**src/rtl/complex_dot_product_row_feeder.sv**
```systemverilog
// Row feeder for the complex dot-product engine. It fetches rows A and B,
// packs them into no_of_units-element packages and pulses read-now for each.
// Ports:
//   clk_i, reset_i          clock, synchronous active-high reset
//   start_i, total_i        job request and element count
//   a_base_i, b_base_i      row start addresses
//   mem_rd_en_o, a/b_addr_o row-memory read port (1-cycle latency)
//   a/b_rdata_i             row-memory read data
//   first/second_row_input_o packages to the consumer
//   outsider_read_now_o     package strobe
//   dp_reset_o              consumer clear pulse
//   total_out_o             latched total for the consumer
//   finish_i, dot_product_output_i consumer handshake and result
//   result_o, done_o, busy_o, error_o status
module complex_dot_product_row_feeder #(
   parameter int element_width  = 64,
   parameter int no_of_units    = 8,
   parameter int addr_width     = 10,
   parameter int timeout_cycles = 1024
) (
   input  logic                                 clk_i,
   input  logic                                 reset_i,
   input  logic                                 start_i,
   input  logic [31:0]                          total_i,
   input  logic [addr_width-1:0]                a_base_i,
   input  logic [addr_width-1:0]                b_base_i,
   output logic                                 mem_rd_en_o,
   output logic [addr_width-1:0]                a_addr_o,
   output logic [addr_width-1:0]                b_addr_o,
   input  logic [element_width-1:0]             a_rdata_i,
   input  logic [element_width-1:0]             b_rdata_i,
   output logic [element_width*no_of_units-1:0] first_row_input_o,
   output logic [element_width*no_of_units-1:0] second_row_input_o,
   output logic                                 outsider_read_now_o,
   output logic                                 dp_reset_o,
   output logic [31:0]                          total_out_o,
   input  logic                                 finish_i,
   input  logic [element_width-1:0]             dot_product_output_i,
   output logic [element_width-1:0]             result_o,
   output logic                                 done_o,
   output logic                                 busy_o,
   output logic                                 error_o
);

   localparam int PW = element_width * no_of_units;
   localparam int CW = $clog2(no_of_units + 1);
   localparam logic [CW-1:0] LAST = CW'(no_of_units);
   localparam logic [31:0] TO_LAST = 32'(timeout_cycles - 1);

   typedef enum logic [2:0] {
      IDLE, CLEAR, FILL, ISSUE, WAIT_FINISH
   } state_e;

   state_e state_q, state_d;

   logic [addr_width-1:0] a_addr_q, b_addr_q;
   logic [CW-1:0]         fill_cnt_q;
   logic [31:0]           pkg_left_q;
   logic [31:0]           wait_cnt_q;
   logic [31:0]           total_q;
   logic [PW-1:0]         asm_a_q, asm_b_q;
   logic [PW-1:0]         asm_a_d, asm_b_d;
   logic [PW-1:0]         pkg_a_q, pkg_b_q;
   logic [element_width-1:0] result_q;
   logic                  done_q, error_q;
   logic                  total_ok, rd_en, finish_hit, timeout_hit;

   assign total_ok = (total_i != 32'd0) &&
                     (total_i % 32'(no_of_units) == 32'd0);
   assign finish_hit  = finish_i;
   assign timeout_hit = (wait_cnt_q == TO_LAST);

   // Shift left so the first element read ends up in the MSB slot.
   assign asm_a_d = {asm_a_q[PW-element_width-1:0], a_rdata_i};
   assign asm_b_d = {asm_b_q[PW-element_width-1:0], b_rdata_i};

   always_ff @(posedge clk_i) begin
      if (reset_i) state_q <= IDLE;
      else         state_q <= state_d;
   end

   always_comb begin
      state_d = state_q;
      unique case (state_q)
         IDLE:        if (start_i && total_ok) state_d = CLEAR;
         CLEAR:       state_d = FILL;
         FILL:        if (fill_cnt_q == LAST) state_d = ISSUE;
         ISSUE:       state_d = (pkg_left_q == 32'd1) ? WAIT_FINISH : FILL;
         WAIT_FINISH: if (finish_hit || timeout_hit) state_d = IDLE;
         default:     state_d = IDLE;
      endcase
   end

   always_comb begin
      rd_en               = 1'b0;
      dp_reset_o          = 1'b0;
      outsider_read_now_o = 1'b0;
      busy_o              = (state_q != IDLE);
      unique case (state_q)
         CLEAR:   dp_reset_o = 1'b1;
         FILL:    rd_en = (fill_cnt_q != LAST);
         ISSUE:   outsider_read_now_o = 1'b1;
         default: ;
      endcase
   end

   always_ff @(posedge clk_i) begin
      if (reset_i) begin
         a_addr_q   <= '0;
         b_addr_q   <= '0;
         fill_cnt_q <= '0;
         pkg_left_q <= '0;
         wait_cnt_q <= '0;
         total_q    <= '0;
         asm_a_q    <= '0;
         asm_b_q    <= '0;
         pkg_a_q    <= '0;
         pkg_b_q    <= '0;
         result_q   <= '0;
         done_q     <= 1'b0;
         error_q    <= 1'b0;
      end else begin
         done_q <= 1'b0;
         unique case (state_q)
            IDLE: if (start_i) begin
               if (!total_ok) begin
                  error_q <= 1'b1;
                  done_q  <= 1'b1;
               end else begin
                  error_q    <= 1'b0;
                  total_q    <= total_i;
                  a_addr_q   <= a_base_i;
                  b_addr_q   <= b_base_i;
                  pkg_left_q <= total_i / 32'(no_of_units);
                  fill_cnt_q <= '0;
               end
            end
            FILL: begin
               if (rd_en) begin
                  a_addr_q <= a_addr_q + addr_width'(1);
                  b_addr_q <= b_addr_q + addr_width'(1);
               end
               // Data lags the read by one cycle, so slot k lands at count k+1.
               if (fill_cnt_q != '0) begin
                  asm_a_q <= asm_a_d;
                  asm_b_q <= asm_b_d;
               end
               // Load the packages on the edge into ISSUE so they are
               // already valid while read-now is high.
               if (fill_cnt_q == LAST) begin
                  fill_cnt_q <= '0;
                  pkg_a_q    <= asm_a_d;
                  pkg_b_q    <= asm_b_d;
               end else begin
                  fill_cnt_q <= fill_cnt_q + CW'(1);
               end
            end
            ISSUE: begin
               pkg_left_q <= pkg_left_q - 32'd1;
               wait_cnt_q <= '0;
            end
            WAIT_FINISH: begin
               if (finish_hit) begin
                  result_q <= dot_product_output_i;
                  done_q   <= 1'b1;
               end else if (timeout_hit) begin
                  error_q <= 1'b1;
                  done_q  <= 1'b1;
               end else begin
                  wait_cnt_q <= wait_cnt_q + 32'd1;
               end
            end
            default: ;
         endcase
      end
   end

   assign mem_rd_en_o        = rd_en;
   assign a_addr_o           = a_addr_q;
   assign b_addr_o           = b_addr_q;
   assign first_row_input_o  = pkg_a_q;
   assign second_row_input_o = pkg_b_q;
   assign total_out_o        = total_q;
   assign result_o           = result_q;
   assign done_o             = done_q;
   assign error_o            = error_q;

endmodule

```
**config.mk**
```make
export PLATFORM = sky130hd
export DESIGN_NAME = complex_dot_product_row_feeder
export DESIGN_NICKNAME = d
export VERILOG_FILES = /design/src/rtl/complex_dot_product_row_feeder.sv
export SDC_FILE = /design/constraint.sdc
export NUM_CORES = 2
export LEC_CHECK = 0
export BUFFER_PORTS_ARGS = -buffer_cell sky130_fd_sc_hd__buf_2
export CAP_MARGIN = 25
export CORE_AREA = 2 2 549 551
export CTS_CLUSTER_DIAMETER = 60
export DETAILED_ROUTE_END_ITERATION = 10
export DIE_AREA = 0 0 551 553
export PLACE_DENSITY = 0.5
export SETUP_SLACK_MARGIN = 0.15
export SYNTH_ARGS = -nofsm -noshare
export SYNTH_HDL_FRONTEND = slang
export SYNTH_SLANG_ARGS = --single-unit
```
**constraint.sdc**
```tcl
create_clock -name clk_i -period 7 [get_ports clk_i]
set_input_delay 1.05 -clock clk_i [delete_from_list [all_inputs] [get_ports clk_i]]
set_output_delay 1.05 -clock clk_i [all_outputs]
set_load 0.01 [all_outputs]
```
==> results.yml <==
cts:
  postCtsHoldBufs: 0
  postCtsResizedCells: 0
  cts.sinks: 2109
  ctsHtreeMaxLevel: 5
  clock_latency_ps: 880
  cts_buffer_depth: 4
  cts_buffers: 265
  post_cts_buffers: 0
  cts_tree: "done"
  root_buffer: "clkbuf_16"
  cts.clk_slew.worst_paths_ps: 60
timing:
  rsz0062_at_grt: "no"
  max_slew_margin: 0.1446
  timing.hold.ws_ps: 425.0
  fmax_mhz: 264.8
  hold_viol_final: 0
  setup_viol: 0
  fin_crit_sh: 0.5395
  skew_ps: 54.76
  tightestPinTransition_ps: 1283
  drv_slew: 0
  fin_setup_tns_ps: 0
  min_period_ps: 3777
critical_path:
  cp-start-kind: "flop"
  critPathBufInv: 3
  cpPeakStageDelay_ps: 480
  cpMaxStageDelayCell: "dfxtp_1"
  worstSetupPathType: "reg2out"
  timing.rr.start: "state_q[1]$_SDFFE_PP0P_"
  cp.depth: 5
  end_kind: "output pin"
  cp_max_fo: 14
  cp-startpoint: "state_q[1]$_SDFFE_PP0P_"
  cp_top_family: "buffers and inverters"
  rr_worst_depth: 7
  arrival_ps: 2730
  required_ps: 5950
  crit_chain: "nor3b_2, buf_4, nand2_1, inv_1, buf_2"
power:
  leakage_nw: 33.81
  peakVddDrop_uv: 166.2
  p_total_mw: 26.49
  power_density_nw_per_um2: 286.6
finish:
  fin_nets: 10662
  regArea_um2: 42220
  area.growth.synth_to_final_pct: 26.28
  instances_no_fill: 14583
  fillers: 32911
  finalInstanceArea_um2: 92420
  drive_gt1_frac: 0.1809
  multiInputGateArea_um2: 28240
min_path:
  holdPathStages: 3
  hold_path.class: "in2reg"
  hp-start: "a_rdata_i[56]"
floorplanning:
  dieArea_um2: 304700
  die-width_um: 551
  core-area_um2: 298800
  ios: 1394
  rows: 201
  start_util: 0.2450
  fp.dieH_um: 553
routing:
  drcViolationCount: 0
  wire_per_inst_um: 21.59
  dr.pass1.iters: 5
  via_count: 66367
  routed_wl_um: 314900
  ant_nets: 0
  drtIter0Drc: 6022
  viasPerCell: 4.551
logic_synthesis:
  synth_area_leaders: "dfxtp_1 (58%), nand2_1 (21%), a21oi_1 (14%)"
  netlist_instances: 9373
  netlist.area_leader.share: 0.5768
  synth_edf_count: 0
  yosysTopAreaCell: "dfxtp_1"
  yosys_register_bits: 2109
  ys_warn_count: 0
  yosysSeqAreaShare: 0.5768
  yosysUniqueCellTypes: 58
  synthesis.area_um2: 73190
  synthArstFlopShare: 0
  avgSynthCellArea_um2: 7.809
  synthFlopType: "dfxtp_1"
  synth_fp_nets: 9628
run_status:
  status: "finished clean"
grt:
  grt_first_pass_wirelength_um: 443100
  grtUsageTotal: 0.1956
  antenna_found_initial: 53
  grt_pass1_vias: 60900
  overflow: 0
  grt_max_degree: 223
placement:
  io_buffers: 1393
  gp_congestion: 0.9208
  placed_cell_area_um2: 83420
  post-dp-hpwl_um: 225900
  dp_cells: 14098
run:
  drv_cap: 0
-- worst paths after layout --
check                                         end  slack [ps]
max                                   mem_rd_en_o        3220
min            first_row_input_o[56]$_SDFFE_PP0P_         430
max reg2reg  second_row_input_o[445]$_SDFFE_PP0P_        3750
min reg2reg   first_row_input_o[497]$_SDFFE_PP0P_         430
-- cells by family after synthesis --
kind of cell,Yosys count,share of synthesized area
multiplexers,1,0.0001538
AND/OR/NAND/NOR,4367,0.2312
flip-flops,2109,0.5768
AO/OA/AOI/OAI,2153,0.1503
buffers and inverters,717,0.03797
adder cells (fa/ha/maj),7,0.001197
XOR/XNOR,19,0.002274
-- cells in the final DEF (no fill, tap or decap), types with 14 or more instances in the layout --
cell / synthesis / routed
bufinv_16: 0 / 14
nor3_1: 48 / 48
nand2_1: 4075 / 4073
clkinv_2: 0 / 31
buf_12: 0 / 32
buf_4: 0 / 47
dfxtp_1: 2109 / 2109
clkbuf_8: 0 / 62
clkinvlp_4: 0 / 14
clkbuf_1: 626 / 47
o21ai_0: 22 / 22
a31oi_1: 23 / 23
a21oi_1: 2045 / 2045
clkbuf_16: 0 / 272
nand4_1: 17 / 17
nand3_1: 41 / 41
xnor2_1: 18 / 18
nor4_1: 25 / 24
buf_2: 70 / 1392
nor2_1: 80 / 79
-- where the power goes --
group	switching [mW]	leakage [nW]	internal, mW	total [mW]
sequential	0.0168	17.0	12.0	12.0
combinational	0.341	12.4	0.107	0.448
clock	5.63	4.39	8.38	14.0
-- worst register-to-register path, stage by stage (launching register included) --
cell and delay (ps):
dfxtp_1 480, or3b_1 380, buf_4 240, nor2_4 720, buf_4 520, buf_4 570
nand2_1 140, a21oi_1 140
-- flip-flops by register name, indices dropped and copies added, names as in the netlist --
name / flops
a_addr_o: 10
done_o: 1
total_out_o: 32
b_addr_o: 10
first_row_input_o: 512
fill_cnt_q: 4
result_o: 64
state_q: 3
error_o: 1
asm_b_q: 448
asm_a_q: 448
pkg_left_q: 32
second_row_input_o: 512
wait_cnt_q: 32
-- cells in the mapped netlist, types with 10 or more instances --
master	count
buf_2	70
xnor2_1	18
dfxtp_1	2109
a31oi_1	23
nand3_1	41
a21oi_1	2045
nor2_1	80
and3_1	10
nor4_1	25
clkbuf_1	626
or4_1	11
inv_1	12
nand4_1	17
or3_1	11
o21ai_0	22
nand2_1	4075
a2111oi_0	12
nor3_1	48
-- layer usage --
| metal | share of wire | vias to the layer above | GRT usage |
|---|---|---|---|
| met1 | 0.46 | 31397 | 0.2737 |
| met2 | 0.42 | 1975 | 0.2810 |
| met4 | 0.038 | 8 | 0.07241 |
| met3 | 0.082 | 436 | 0.05735 |
| li1 | - | 32551 | - |
| met5 | 0.00017 | - | 0 |
-- cell type report --
type                    count  area share
well taps                3958     0.05358
clock inverters            92     0.01228
diodes                     12   0.0003249
flip-flops and latches   2109      0.4568
multi-input cells        6547      0.3056
repair buffers           1471     0.08613
clock buffers             381     0.08479
inverters                  13   0.0005280
-- stage by stage --
step / worst slack (ps) / util
6_report: 3223 / 0.3094
5_1_grt: 3023 / 0.3093
4_1_cts: 3162 / 0.3092
3_5_place_dp: 3708 / 0.2792
3_3_place_gp: 3711 / 0.2792
2_1_floorplan: 4370 / -
Note: power is estimated with default switching activity, not from simulation.
